$ cat src/rtl/signmag_addsub_pipe.sv
// Two-stage pipelined sign-magnitude adder/subtractor with valid/ready on both sides.
// Optional macro SIGNMAG_ADDSUB_SAT_EN saturates the magnitude of an overflowing add.
module signmag_addsub_pipe #(
    parameter int WIDTH = 25
) (
    input  logic             clk,
    input  logic             rst,
    input  logic             in_valid,
    output logic             in_ready,
    input  logic             op,
    input  logic             sign_a,
    input  logic [WIDTH-1:0] mag_a,
    input  logic             sign_b,
    input  logic [WIDTH-1:0] mag_b,
    output logic             out_valid,
    input  logic             out_ready,
    output logic [WIDTH-1:0] res,
    output logic             sign,
    output logic             carry,
    output logic             zero
);

    logic             s1_valid_q;
    logic             s1_sub_q;
    logic             s1_sign_q;
    logic [WIDTH-1:0] s1_big_q;
    logic [WIDTH-1:0] s1_small_q;

    logic             s2_valid_q;
    logic [WIDTH-1:0] res_q;
    logic             sign_q;
    logic             carry_q;
    logic             zero_q;

    logic             s1_adv;
    logic             s2_adv;
    logic             accept;

    logic             s1_sub_d;
    logic             s1_sign_d;
    logic [WIDTH-1:0] s1_big_d;
    logic [WIDTH-1:0] s1_small_d;

    logic [WIDTH:0]   sum_d;
    logic [WIDTH-1:0] res_d;
    logic             sign_d;
    logic             carry_d;
    logic             zero_d;

    logic             eb;

    assign s2_adv   = !s2_valid_q || out_ready;
    assign s1_adv   = !s1_valid_q || s2_adv;
    assign in_ready = s1_adv;
    assign accept   = in_valid && s1_adv;

    // Stage 1: fold op into B's sign and order operands so that big >= small.
    always_comb begin
        eb        = sign_b ^ op;
        s1_sub_d  = sign_a ^ eb;
        s1_big_d  = mag_a;
        s1_small_d = mag_b;
        s1_sign_d = sign_a;
        if (mag_b > mag_a) begin
            s1_big_d   = mag_b;
            s1_small_d = mag_a;
            s1_sign_d  = eb;
        end
    end

    // Stage 2: the subtract never underflows because of the ordering above.
    always_comb begin
        if (s1_sub_q) begin
            sum_d = {1'b0, s1_big_q} - {1'b0, s1_small_q};
        end else begin
            sum_d = {1'b0, s1_big_q} + {1'b0, s1_small_q};
        end
        carry_d = !s1_sub_q && sum_d[WIDTH];
`ifdef SIGNMAG_ADDSUB_SAT_EN
        res_d = carry_d ? {WIDTH{1'b1}} : sum_d[WIDTH-1:0];
`else
        res_d = sum_d[WIDTH-1:0];
`endif
        zero_d = (res_d == '0) && !carry_d;
        sign_d = zero_d ? 1'b0 : s1_sign_q;
    end

    always_ff @(posedge clk or posedge rst) begin
        if (rst) begin
            s1_valid_q <= 1'b0;
            s1_sub_q   <= 1'b0;
            s1_sign_q  <= 1'b0;
            s1_big_q   <= '0;
            s1_small_q <= '0;
            s2_valid_q <= 1'b0;
            res_q      <= '0;
            sign_q     <= 1'b0;
            carry_q    <= 1'b0;
            zero_q     <= 1'b1;
        end else begin
            if (s1_adv) begin
                s1_valid_q <= in_valid;
            end
            if (accept) begin
                s1_sub_q   <= s1_sub_d;
                s1_sign_q  <= s1_sign_d;
                s1_big_q   <= s1_big_d;
                s1_small_q <= s1_small_d;
            end
            if (s2_adv) begin
                s2_valid_q <= s1_valid_q;
            end
            if (s2_adv && s1_valid_q) begin
                res_q   <= res_d;
                sign_q  <= sign_d;
                carry_q <= carry_d;
                zero_q  <= zero_d;
            end
        end
    end

    assign out_valid = s2_valid_q;
    assign res       = res_q;
    assign sign      = sign_q;
    assign carry     = carry_q;
    assign zero      = zero_q;

endmodule

$ cat config.mk
export PLATFORM = sky130hd
export DESIGN_NAME = signmag_addsub_pipe
export DESIGN_NICKNAME = d
export VERILOG_FILES = /design/src/rtl/signmag_addsub_pipe.sv
export SDC_FILE = /design/constraint.sdc
export NUM_CORES = 1
export LEC_CHECK = 0
export ABC_CLOCK_PERIOD_IN_PS = 9100
export CORE_MARGIN = 2
export CORE_UTILIZATION = 40
export DETAILED_ROUTE_END_ITERATION = 10
export PLACE_DENSITY = 0.73
export SLEW_MARGIN = 20
export SYNTH_ARGS = -nofsm -noshare
export SYNTH_HDL_FRONTEND = slang
export SYNTH_SLANG_ARGS = --single-unit
export TNS_END_PERCENT = 50
$ cat constraint.sdc
create_clock -name clk -period 9.1 [get_ports clk]
set_input_delay 1.82 -clock clk [delete_from_list [all_inputs] [get_ports clk]]
set_output_delay 1.82 -clock clk [all_outputs]
set_load 0.05 [all_outputs]
[Yosys cells after proc, flatten, opt, wreduce, memory -nomap -nowiden]
Cells that the tools add are included.
Word-level totals
  bits of input ports: 57
  output and inout port bits: 30
  register bits: 82
  logic and storage cells: 31
Cells by class
  reductions and logical operators: 11
  bitwise gates (word level): 2
  add/sub/neg operators: 2
  muxes and demuxes: 5
  magnitude comparators: 1
Operator list (count)
  25-bit 2-to-1 mux: 2
  25-bit by 25-bit adder with 26-bit output: 1
  26-bit 2-to-1 mux: 1
  25-bit by 25-bit subtractor with 26-bit output: 1
  25-bit greater-than comparator: 1
  25-bit logical NOT: 1
  1-bit logical AND: 4
  1-bit logical NOT: 4
  1-bit logical OR: 2
  1-bit 2-to-1 mux: 2
  1-bit XOR: 2

[Longest topological paths before layout]
Gate-level depths: netlist of the first run.
  depth after elaboration: 6
  depth in mapped cells: 18

[Worst setup path before layout of the first run]
Ideal clock, no wire load.
  path type: in2out
  start: input out_ready
  end: output in_ready
  stages: 1
  path buffers: 0
  setup slack: 4.961 ns
  arrival time: 2.319 ns
  cell sequence: nand3b_1
Between the ends
  longest elaborated chain between the ends: 2
RTL lines
  start: declaration: line 16  | input logic out_ready,
  1-bit logical OR: line 52  | assign s2_adv = !s2_valid_q || out_ready;
  1-bit logical OR: line 53  | assign s1_adv = !s1_valid_q || s2_adv;
  end: declaration: line 9  | output logic in_ready,
Every way passes these cells.

[Worst setup path after layout of the first run]
Same ends and word-level chain as after synthesis.

==> results of run 1 <==
critical path, delay by kind of cell:
family	cells	cell delay (ns)
and+or+nand+nor	1	0.23
buffers and inverters	2	1.32
flip-flops by register name, indices dropped and copies added, names as in the netlist:
register    flops
carry           1
out_valid       1
res            25
s1_big_q       25
s1_sign_q       1
s1_small_q     25
s1_sub_q        1
s1_valid_q      1
sign            1
zero            1
metrics by stage:
stage | setup slack [ns] | total power [mW] | utilization [%] | std cells | instance area [sq um]
floorplan | 4.96 | 1.48 | - | 707 | 6200
global placement | 3.90 | 1.79 | 47.6 | 955 | 7200
detailed placement | 3.91 | 1.81 | 47.6 | 955 | 7200
CTS | 3.90 | 2.24 | 49.8 | 970 | 7540
global route | 3.85 | 2.38 | 49.8 | 970 | 7540
finish | 3.91 | 2.23 | 49.8 | 970 | 7540
final timing paths:
check	from	endpoint	cells past startpoint
min reg2reg	zero$_DFFE_PP1P_	zero$_DFFE_PP1P_	2
max in group asynchronous	rst	res[23]$_DFFE_PP0P_	3
max reg2reg	s1_small_q[2]$_DFFE_PP0P_	sign$_DFFE_PP0P_	17
max	out_ready	in_ready	3
min in group asynchronous	rst	res[22]$_DFFE_PP0P_	3
min	zero$_DFFE_PP1P_	zero$_DFFE_PP1P_	2
final cells by class:
type                            instances  area [sq um]
Fill cell                            1427          7610
Tap cell                              188           235
Clock buffer                           10           229
Clock inverter                          5           104
Sequential cell                        82          2050
Inverter                               41           155
Multi-Input combinational cell        553          3860
Timing Repair Buffer                   91           902
power groups by stage:
stage	sequential (mW)	clock, mW	combinational [mW]
final	0.540	0.413	1.27
after global routing	0.555	0.432	1.39
after CTS	0.541	0.424	1.27
after detailed placement	0.547	0	1.27
after global placement	0.543	0	1.25
after floorplan	0.734	0	0.747
routing by layer:
metal  vias up  track usage [%]  part of all wire [%]
met3        17             1.87                   3.2
met5         -                0                     0
met4         0             6.53                   1.9
li1       2703                -                     -
met2       124             27.4                    42
met1      2409             26.5                    53
logic make-up (layout without fill, tap and decap cells):
kind of cell,after synthesis,in the layout
AND/OR/NAND/NOR,222,222
XOR/XNOR,36,36
multiplexers,60,60
AO/OA/AOI/OAI,183,183
adder cells (fa/ha/maj),52,52
flip-flops,82,82
buffers and inverters,72,147
layout by cell type (no fill, tap or decap), types with 3 or more instances in the layout:
master / instances
a211o_1: 3
a21o_1: 9
a21oi_1: 41
a31oi_1: 3
and2_1: 3
and3_1: 7
and3b_1: 3
buf_4: 4
bufinv_16: 3
clkbuf_16: 9
clkdlybuf4s50_1: 86
dfrtp_1: 81
ha_1: 51
inv_1: 40
mux2_2: 12
mux2i_1: 48
nand2_1: 91
nand2b_1: 7
nand3_1: 15
nand3b_1: 5
nand4_1: 11
nor2_1: 38
nor2b_1: 5
nor3_1: 10
nor4_1: 5
nor4b_1: 3
o2111ai_1: 3
o21a_1: 5
o21ai_0: 43
o21ai_1: 28
o21bai_1: 3
o221ai_1: 6
o31ai_1: 7
o41ai_1: 3
or2_2: 3
or3_1: 3
xnor2_1: 30
xor2_1: 6
==> key figures, run 1 <==
Clock tree
  • # clock sinks: 82
  • CTS tree: done
  • Root Buffer: clkbuf_16
  • Post-CTS setup buffers: 0
  • Post-CTS resize count: 0
  • Cts bufs inserted: 9
  • Buffer levels on the longest clock path: 2
  • Clock Latency Late Sink: 0.34 ns
  • CTS Hold Buffers Added: 0
  • Worst-path clk slew: 0.06 ns
  • H-Tree Level Count: 3

Synthesis
  • YS warnings: 0
  • Synth Area in Adders: 10.6%
  • Dominant cell type by area after synthesis: dfrtp_1
  • Ys async rst share: 100%
  • Mapped cell area: 6200 sq um
  • Syn Nets: 816
  • Post-synthesis sequential area ratio: 33.1%
  • Yosys top cell area share: 32.7%
  • Simple-gate share of the synthesized area: 17.8%
  • Post-synth EDFFs: 0
  • Main synth FF type: dfrtp_1
  • Mapped Cells: 707
  • Main combinational cell family by area after synthesis: compound AO/OA/AOI/OAI gates
  • Yosys reg bits: 82
  • Synth cell count leaders: nand2_1, dfrtp_1, ha_1, mux2i_1, o21ai_0
  • XOR/XNOR Fraction of Synth Area: 5.09%
  • Synth unique cells: 73
  • Mux share of post-synthesis cell area: 9.94%
  • Syn avg cell area: 8.76 sq um
  • Synth Area in Compound Gates: 18.9%
  • Most frequent cell after synthesis: nand2_1
  • Top post-synthesis cells by area: dfrtp_1, ha_1, mux2i_1

Floorplanning
  • I/O Pins: 87
  • Core ar.: 15100 sq um
  • Row cnt: 45
  • Chip Height: 128 um
  • Die width: 128 um
  • Die area: 16500 sq um
  • Starting density of the core: 40.9%

Drt
  • DRC Markers: 0
  • Avg WL per Cell: 15.0 um
  • Total iterations of the first detailed-routing run: 5
  • Drt total wl: 14500 um
  • Antenna-violating nets left: 0
  • Via count: 5253
  • Avg Vias per Cell: 5.42
  • Initial drt markers: 251

Setup path
  • CP Data Arrival Time: 3.37 ns
  • Most common cell on crit path: clkdlybuf4s50_1
  • CP Data Required Time: 7.28 ns
  • Reg-to-reg slack, setup: 4.47 ns
  • Max Fanout on Critical Path: 4
  • Cells along the critical path: clkdlybuf4s50_1 -> nand3b_1 -> clkdlybuf4s50_1
  • Type of origin of the critical path: input port
  • Crit end category: output pin
  • CP Class: input port to output pin
  • Slowest stage delay, CP: 0.85 ns
  • CP max-delay cell: clkdlybuf4s50_1

GRT
  • Global Route Usage Sum: 18.0%
  • First-pass GRT wire length: 23900 um
  • Initial antenna violation count: 0
  • Number of global-route vias before repair: 4977
  • Largest net degree at the start of global routing: 93
  • GRT Residual Overflow: 0

Outcome
  • Status: finished clean

Pwr
  • Switching power: 0.988 mW
  • Combinational fraction of design power: 57.2%
  • Leak: 3.47 nW
  • Power density cells: 295 nW/um^2
  • Sequential power share: 24.3%
  • VDD IR max: 130 uV
  • Internal power: 1.24 mW
  • Sw Ratio: 44.4%
  • Clk pwr share: 18.5%

Flow run
  • MaxCap Viol Count: 0

Timing
  • Hold slack: 0.459 ns
  • Final hold vios: 0
  • Peak Freq: 193 MHz
  • Final Skew: 0.00416 ns
  • Slew Viols, Final: 0
  • Final setup viols: 0
  • Worst Tran Pin Value: 0.802 ns
  • Unrepaired setup endpoints after global routing: no
  • Max_slew headroom: 46.5%
  • Setup_tns: 0 ns
  • Fin crit share: 57.1%
  • Minimum clock period: 5.19 ns

Final layout
  • Share of cells above drive strength 1: 6.39%
  • Layout net count: 887
  • Area grow syn2layout: 21.7%
  • # diodes: 0

Placement
  • Port bufs: 86
  • Hpwl dp: 11300 um
  • Routability cong.: 0.822

Worst hold path
  • Min-Delay Path Class: register to register
No activity file was read; power rests on OpenSTA's default activity.
==> inputs of run 2 (changes only) <==
--- a/config.mk
+++ b/config.mk
@@ -5,11 +5,11 @@
 export SDC_FILE = /design/constraint.sdc
 export NUM_CORES = 1
 export LEC_CHECK = 0
-export ABC_CLOCK_PERIOD_IN_PS = 9100
+export ABC_CLOCK_PERIOD_IN_PS = 4400
 export CORE_MARGIN = 2
 export CORE_UTILIZATION = 40
 export DETAILED_ROUTE_END_ITERATION = 10
-export PLACE_DENSITY = 0.73
+export PLACE_DENSITY = 0.75
 export SLEW_MARGIN = 20
 export SYNTH_ARGS = -nofsm -noshare
 export SYNTH_HDL_FRONTEND = slang
==> constraint.sdc (replaced) <==
create_clock -name clk -period 4.4 [get_ports clk]
set_input_delay 0.88 -clock clk [delete_from_list [all_inputs] [get_ports clk]]
set_output_delay 0.88 -clock clk [all_outputs]
set_load 0.05 [all_outputs]
==> key figures, run 2 (same netlist as run 1, synthesis figures left out) <==
Drt
  • Antenna-violating nets left: 0 (unchanged)
  • Initial drt markers: 316 (was 251)
  • Avg WL per Cell: 14.9 um (was 15.0 um)
  • Via count: 5236 (was 5253)
  • Avg Vias per Cell: 5.32 (was 5.42)
  • DRC Markers: 0 (unchanged)
  • Total iterations of the first detailed-routing run: 5 (unchanged)
  • Drt total wl: 14700 um (was 14500 um)

Timing
  • Final hold vios: 0 (unchanged)
  • Final setup viols: 0 (unchanged)
  • Peak Freq: 241 MHz
  • Setup ws final: 0.243 ns (was 3.91 ns)
  • Worst Tran Pin Value: 0.637 ns (was 0.802 ns)
  • Hold slack: 0.463 ns (was 0.459 ns)
  • Slew Viols, Final: 0 (unchanged)
  • Max_slew headroom: 57.5% (was 46.5%)
  • Final Skew: 0.00561 ns (was 0.00416 ns)
  • Fin crit share: 94.5%
  • Minimum clock period: 4.16 ns

Setup path
  • CP Data Required Time: 4.63 ns (was 7.28 ns)
  • Max Fanout on Critical Path: 5 (was 4)
  • Crit end category: register (was output pin)
  • Type of origin of the critical path: register (was input port)
  • CP Class: register to register (was input port to output pin)
  • CP Data Arrival Time: 4.38 ns (was 3.37 ns)

Floorplanning
  • Die width: 128 um (unchanged)
  • Core ar.: 15100 sq um (unchanged)
  • Die area: 16500 sq um (unchanged)
  • Chip Height: 128 um (unchanged)
  • I/O Pins: 87 (unchanged)
  • Row cnt: 45 (unchanged)
  • Starting density of the core: 40.9% (unchanged)

GRT
  • GRT Residual Overflow: 0 (unchanged)
  • Number of global-route vias before repair: 4900 (was 4977)
  • Global Route Usage Sum: 18.5% (was 18.0%)
  • First-pass GRT wire length: 24500 um (was 23900 um)
  • Initial antenna violation count: 0 (unchanged)
  • Largest net degree at the start of global routing: 76 (was 93)

Placement
  • Port bufs: 86 (unchanged)
  • Hpwl dp: 11600 um (was 11300 um)
  • Placed instance area: 7310 sq um (was 7200 sq um)
  • Dpl ws: 0.142 ns (was 3.91 ns)
  • Routability cong.: 0.886 (was 0.822)

Pwr
  • VDD IR max: 229 uV (was 130 uV)
  • Leak: 3.54 nW (was 3.47 nW)
  • Total power: 4.61 mW (was 2.23 mW)
  • Power density cells: 601 nW/um^2 (was 295 nW/um^2)

Clock tree
  • Clock Latency Late Sink: 0.34 ns (about the same)
  • Cts bufs inserted: 9 (unchanged)
  • Root Buffer: clkbuf_16 (unchanged)
  • Buffer levels on the longest clock path: 2 (unchanged)
  • Worst-path clk slew: 0.06 ns (about the same)
  • # clock sinks: 82 (unchanged)
  • CTS tree: done (unchanged)
  • H-Tree Level Count: 3 (unchanged)

Final layout
  • # diodes: 0 (unchanged)
  • Layout fillers: 1383 (was 1427)
  • Most frequent cells in the layout: nand2_1, clkdlybuf4s50_1, dfrtp_1 (unchanged)
  • Most common cell after layout, fill and taps aside: nand2_1 (unchanged)
  • Layout net count: 900 (was 887)
  • Area grow syn2layout: 23.8% (was 21.7%)
  • Final Util: 50.6% (was 49.8%)
  • Share of cells above drive strength 1: 9.30% (was 6.39%)
  • Area of the multi-input gates: 3930 sq um (was 3860 sq um)
  • Reg area: 2050 sq um (unchanged)
  • Finished Cell Area: 7670 sq um (was 7540 sq um)

Outcome
  • Status: finished clean (unchanged)

Flow run
  • MaxCap Viol Count: 0 (unchanged)

Worst hold path
  • Min-Delay Path Class: register to register (unchanged)
run 2: changes by cell type in the layout (fill, tap and decap cells not counted), sizes merged:
cell,change
buf,+13
bufinv,-2
clkinvlp,+2
clkbuf,+1
run 2: final timing paths:
check	from	to	slack, ns	cells past startpoint
max	s1_small_q[3]$_DFFE_PP0P_	sign$_DFFE_PP0P_	0.24	17
min	zero$_DFFE_PP1P_	zero$_DFFE_PP1P_	0.46	2
max reg2reg	s1_small_q[3]$_DFFE_PP0P_	sign$_DFFE_PP0P_	0.24	17
min reg2reg	zero$_DFFE_PP1P_	zero$_DFFE_PP1P_	0.46	2
max in group asynchronous	rst	s1_small_q[4]$_DFFE_PP0P_	2.84	3
min in group asynchronous	rst	sign$_DFFE_PP0P_	0.83	2
run 2: cell type report:
cell class / count / share of cell area [%]
Sequential cell: 82 / 26.8
Timing Repair Buffer: 104 / 13.2
Clock buffer: 11 / 3.03
Clock inverter: 5 / 0.718
Tap cell: 188 / 3.07
Multi-Input combinational cell: 553 / 51.2
Inverter: 41 / 2.02
run 2: per-layer routing:
| metal | global-route usage [%] | vias to the layer above | wire length [um] |
|---|---|---|---|
| li1 | - | 2727 | - |
| met1 | 27.6 | 2360 | 7550 |
| met2 | 27.5 | 131 | 6190 |
| met3 | 2.66 | 18 | 646 |
| met4 | 5.82 | 0 | 272 |
| met5 | 0 | - | 0 |
run 2: what timing repair did:
action | 4_1_cts | 5_1_grt
setup endpoints to repair | 0 | 2
hold buffers | 0 | 0
buffers inserted | 0 | 1
resized for setup | 0 | 15
endpoints found under the hold margin | 0 | 0
run 2: power breakdown:
part           leakage (nW)  total (mW)  switching [mW]  internal, mW
combinational          2.41        2.75            1.64          1.12
clock                 0.136       0.732           0.295         0.438
sequential            0.993        1.13           0.160         0.965
run 2: worst max-delay path, cell delays in order (launching register included):
cell,delay (ns)
dfrtp_1,0.45
or4_4,0.57
nor3_4,0.21
and2_4,0.19
nand2_1,0.09
nor2_4,0.18
a21oi_1,0.10
xnor2_1,0.14
ha_1,0.34
o21ai_1,0.14
nand2b_1,0.10
xnor2_2,0.17
o2111ai_1,0.15
or4_4,0.52
nor4_2,0.14
and4bb_1,0.24
o2111ai_1,0.15
a21boi_1,0.16
run 2: stage by stage:
stage	setup TNS, ns	std cells
after floorplan	0	707
after global placement	0	967
after detailed placement	0	967
after CTS	0	983
after global routing	-0.0190	984
final	0	984
==> inputs of run 3 (changes only) <==
--- a/config.mk
+++ b/config.mk
@@ -6,8 +6,10 @@
 export NUM_CORES = 1
 export LEC_CHECK = 0
 export ABC_CLOCK_PERIOD_IN_PS = 4400
+export CAP_MARGIN = 20
 export CORE_MARGIN = 2
 export CORE_UTILIZATION = 40
+export CTS_CLUSTER_DIAMETER = 60
 export DETAILED_ROUTE_END_ITERATION = 10
 export PLACE_DENSITY = 0.75
 export SLEW_MARGIN = 20
==> results of run 3 <==
The final DEF is identical to that of run 2; final timing and power are the same.
==> variant (flow settings as in run 2) <==
Add a define of `SIGNMAG_ADDSUB_SAT_EN`.
--- a/src/rtl/signmag_addsub_pipe.sv
+++ b/src/rtl/signmag_addsub_pipe.sv
@@ -1,5 +1,7 @@
 // Two-stage pipelined sign-magnitude adder/subtractor with valid/ready on both sides.
 // Optional macro SIGNMAG_ADDSUB_SAT_EN saturates the magnitude of an overflowing add.
+`define SIGNMAG_ADDSUB_SAT_EN
+
 module signmag_addsub_pipe #(
     parameter int WIDTH = 25
 ) (
Check against the original RTL: not equivalent (Yosys sat finds a counterexample within 4 cycles, from zero or initial values and one cycle with rst high).
==> variant against run 2 <==
Design area increased by 8.8%. Largest cell class unchanged. Worst setup slack got worse by 0.21 ns. Fmax decreased by 4.8%. Wire length increased by 13%. Sequential cell count unchanged. Critical endpoint unchanged. Total power increased by 11%. Largest power group unchanged. Synthesized area increased by 4.0%. Synthesized cell count increased by 10%.
==> variant: results (changes against run 2) <==
[clock_tree]
h-tree-depth=3  ; unchanged
clock_path_buffers=2  ; unchanged
cts-buffers-inserted=9  ; unchanged
clk_latency_ns=0.35
root_buffer=clkbuf_16
clk_pin_slew_ns=0.06  ; about the same

[pwr]
netSwitchingFraction_pct=46.0  ; +0.63 points
vdd_drop_max_mv=0.281  ; +23%
p_leak_nw=3.70  ; +4.5%

[synthesis]
synthCells=780  ; +10%
synth_fa_ha_area_share_pct=10.2  ; -0.41 points
synth-xor-area-share_pct=5.57  ; +0.48 points
async_reset_ff_share_pct=100  ; unchanged
muxShareOfSynthArea_pct=8.39  ; -1.5 points
yosysUniqueCellTypes=66  ; -9.6%
synth-main-ff-cell=dfrtp_1
synth_common_cells=nand2_1, dfrtp_1, o21ai_0
post-synth-top-count-cell=nand2_1
synthTopCellsByArea=dfrtp_1, ha_1, mux2i_1
synth_compound_area_share_pct=20.8  ; +2.0 points
syn-num-nets=889  ; +8.9%
synth-seq-area-share_pct=31.9  ; -1.3 points
yosysWarnings=0  ; unchanged

[place]
gp_congestion=0.970  ; +9.5%
dp_hpwl_mm=13.2  ; +13%
dp_slack_ns=-0.160  ; -0.302 ns
numPortBuffers=86  ; unchanged
placed_cells_incl_taps=1098  ; +14%
place_area_um2=7840  ; +7.4%

[setup_path]
worstPathArrival_ns=4.60  ; +0.22 ns
cp_max_fo=3  ; -2

[cells_and_area]
diodes=0  ; unchanged
nNetsFinal=1007  ; +12%
drive_above_1_share_pct=12.5  ; +3.2 points

[global_route]
grt_pass1_wl_mm=26.9  ; +10%
antenna_found_initial=0  ; unchanged
grt_max_degree=53  ; -30%
grt_pass1_vias=5463  ; +11%
grt_use_total_pct=19.9  ; +1.5 points

[hold_path]
hold_class=flop to flop

[timing]
clock_skew_ns=0.00780  ; +0.00219 ns
fin_tns_setup_ns=0  ; unchanged
slew_headroom_pct=40.3  ; -17 points

[route]
drt_first_pass_iters=5  ; unchanged
wl_per_cell_um=14.8  ; -0.39%
routed-via-count=5924  ; +13%
first_iter_violations=276  ; -13%
via_per_inst=5.29  ; -0.51%

[status]
status=complete, no violations

==> variant: cell types whose count changed in the layout (fill, tap and decap cells not counted), sizes merged, moves of 7 or more <==
cell,change
buf,+43
mux2,-12
a21o,+7
nor2,+29
a21oi,+29
a31oi,+17
==> variant: path summary, 6_finish.rpt <==
path | from | end | slack, ns | cells after the start
max in group asynchronous | rst | s1_big_q[3]$_DFFE_PP0P_ | 2.51 | 3
min in group asynchronous | rst | s1_valid_q$_DFFE_PP0N_ | 0.88 | 2
setup reg to reg | s1_small_q[10]$_DFFE_PP0P_ | sign$_DFFE_PP0P_ | 0.03 | 16
hold reg to reg | zero$_DFFE_PP1P_ | zero$_DFFE_PP1P_ | 0.46 | 2
setup / recovery | s1_small_q[10]$_DFFE_PP0P_ | sign$_DFFE_PP0P_ | 0.03 | 16
hold / removal | zero$_DFFE_PP1P_ | zero$_DFFE_PP1P_ | 0.46 | 2
==> variant: area by class of cell <==
| type | instances | area (um^2) |
|---|---|---|
| well taps | 216 | 270 |
| inverters | 41 | 155 |
| repair buffers | 147 | 1330 |
| clock buffers | 12 | 246 |
| multi-input cells | 617 | 4220 |
| clock inverters | 4 | 76.3 |
| fillers | 1499 | 7480 |
| flip-flops and latches | 82 | 2050 |
==> variant: worst max-delay path, cell delays in order, from the launching register on <==
cell,delay (ns)
dfrtp_1,0.38
or4_4,0.56
nor4_4,0.16
or2b_1,0.30
nor3b_2,0.26
a21oi_2,0.08
xnor2_1,0.13
ha_1,0.30
a21o_1,0.19
a21o_1,0.19
a21oi_2,0.15
nand3_2,0.10
or3_4,0.40
a2111oi_4,0.37
nand4_1,0.12
or4_1,0.43
a21boi_1,0.14
==> variant: what timing repair did <==
| action | 4_1_cts | 5_1_grt |
|---|---|---|
| setup buffers | 0 | 5 |
| endpoints found under the setup margin | 2 | 17 |
| resized for setup | 10 | 24 |
| pin swaps | 3 | 19 |
==> variant: power groups by stage <==
stage	logic [mW]	clock network, mW	registers, mW
after floorplan	1.61	0	1.47
after detailed placement	2.97	0	1.11
after CTS	3.01	0.834	1.10
after global placement	2.93	0	1.10
after global routing	3.46	0.866	1.12
final	3.19	0.817	1.10
==> variant: cell families after synthesis <==
family	Yosys count
muxes	54
and+or+nand+nor	247
buffers and inverters	81
AOI/OAI and AO/OA	223
adders and majority gates	52
DFF	82
xor gates and xnor gates	41
==> variant: per-layer routing <==
metal | GRT usage, % | up-vias | share of wire (%)
met1 | 28.9 | 2721 | 50
met4 | 6.45 | 0 | 1.7
met3 | 2.65 | 19 | 4.2
met2 | 30.9 | 157 | 44
li1 | - | 3027 | -
met5 | 0 | - | 0
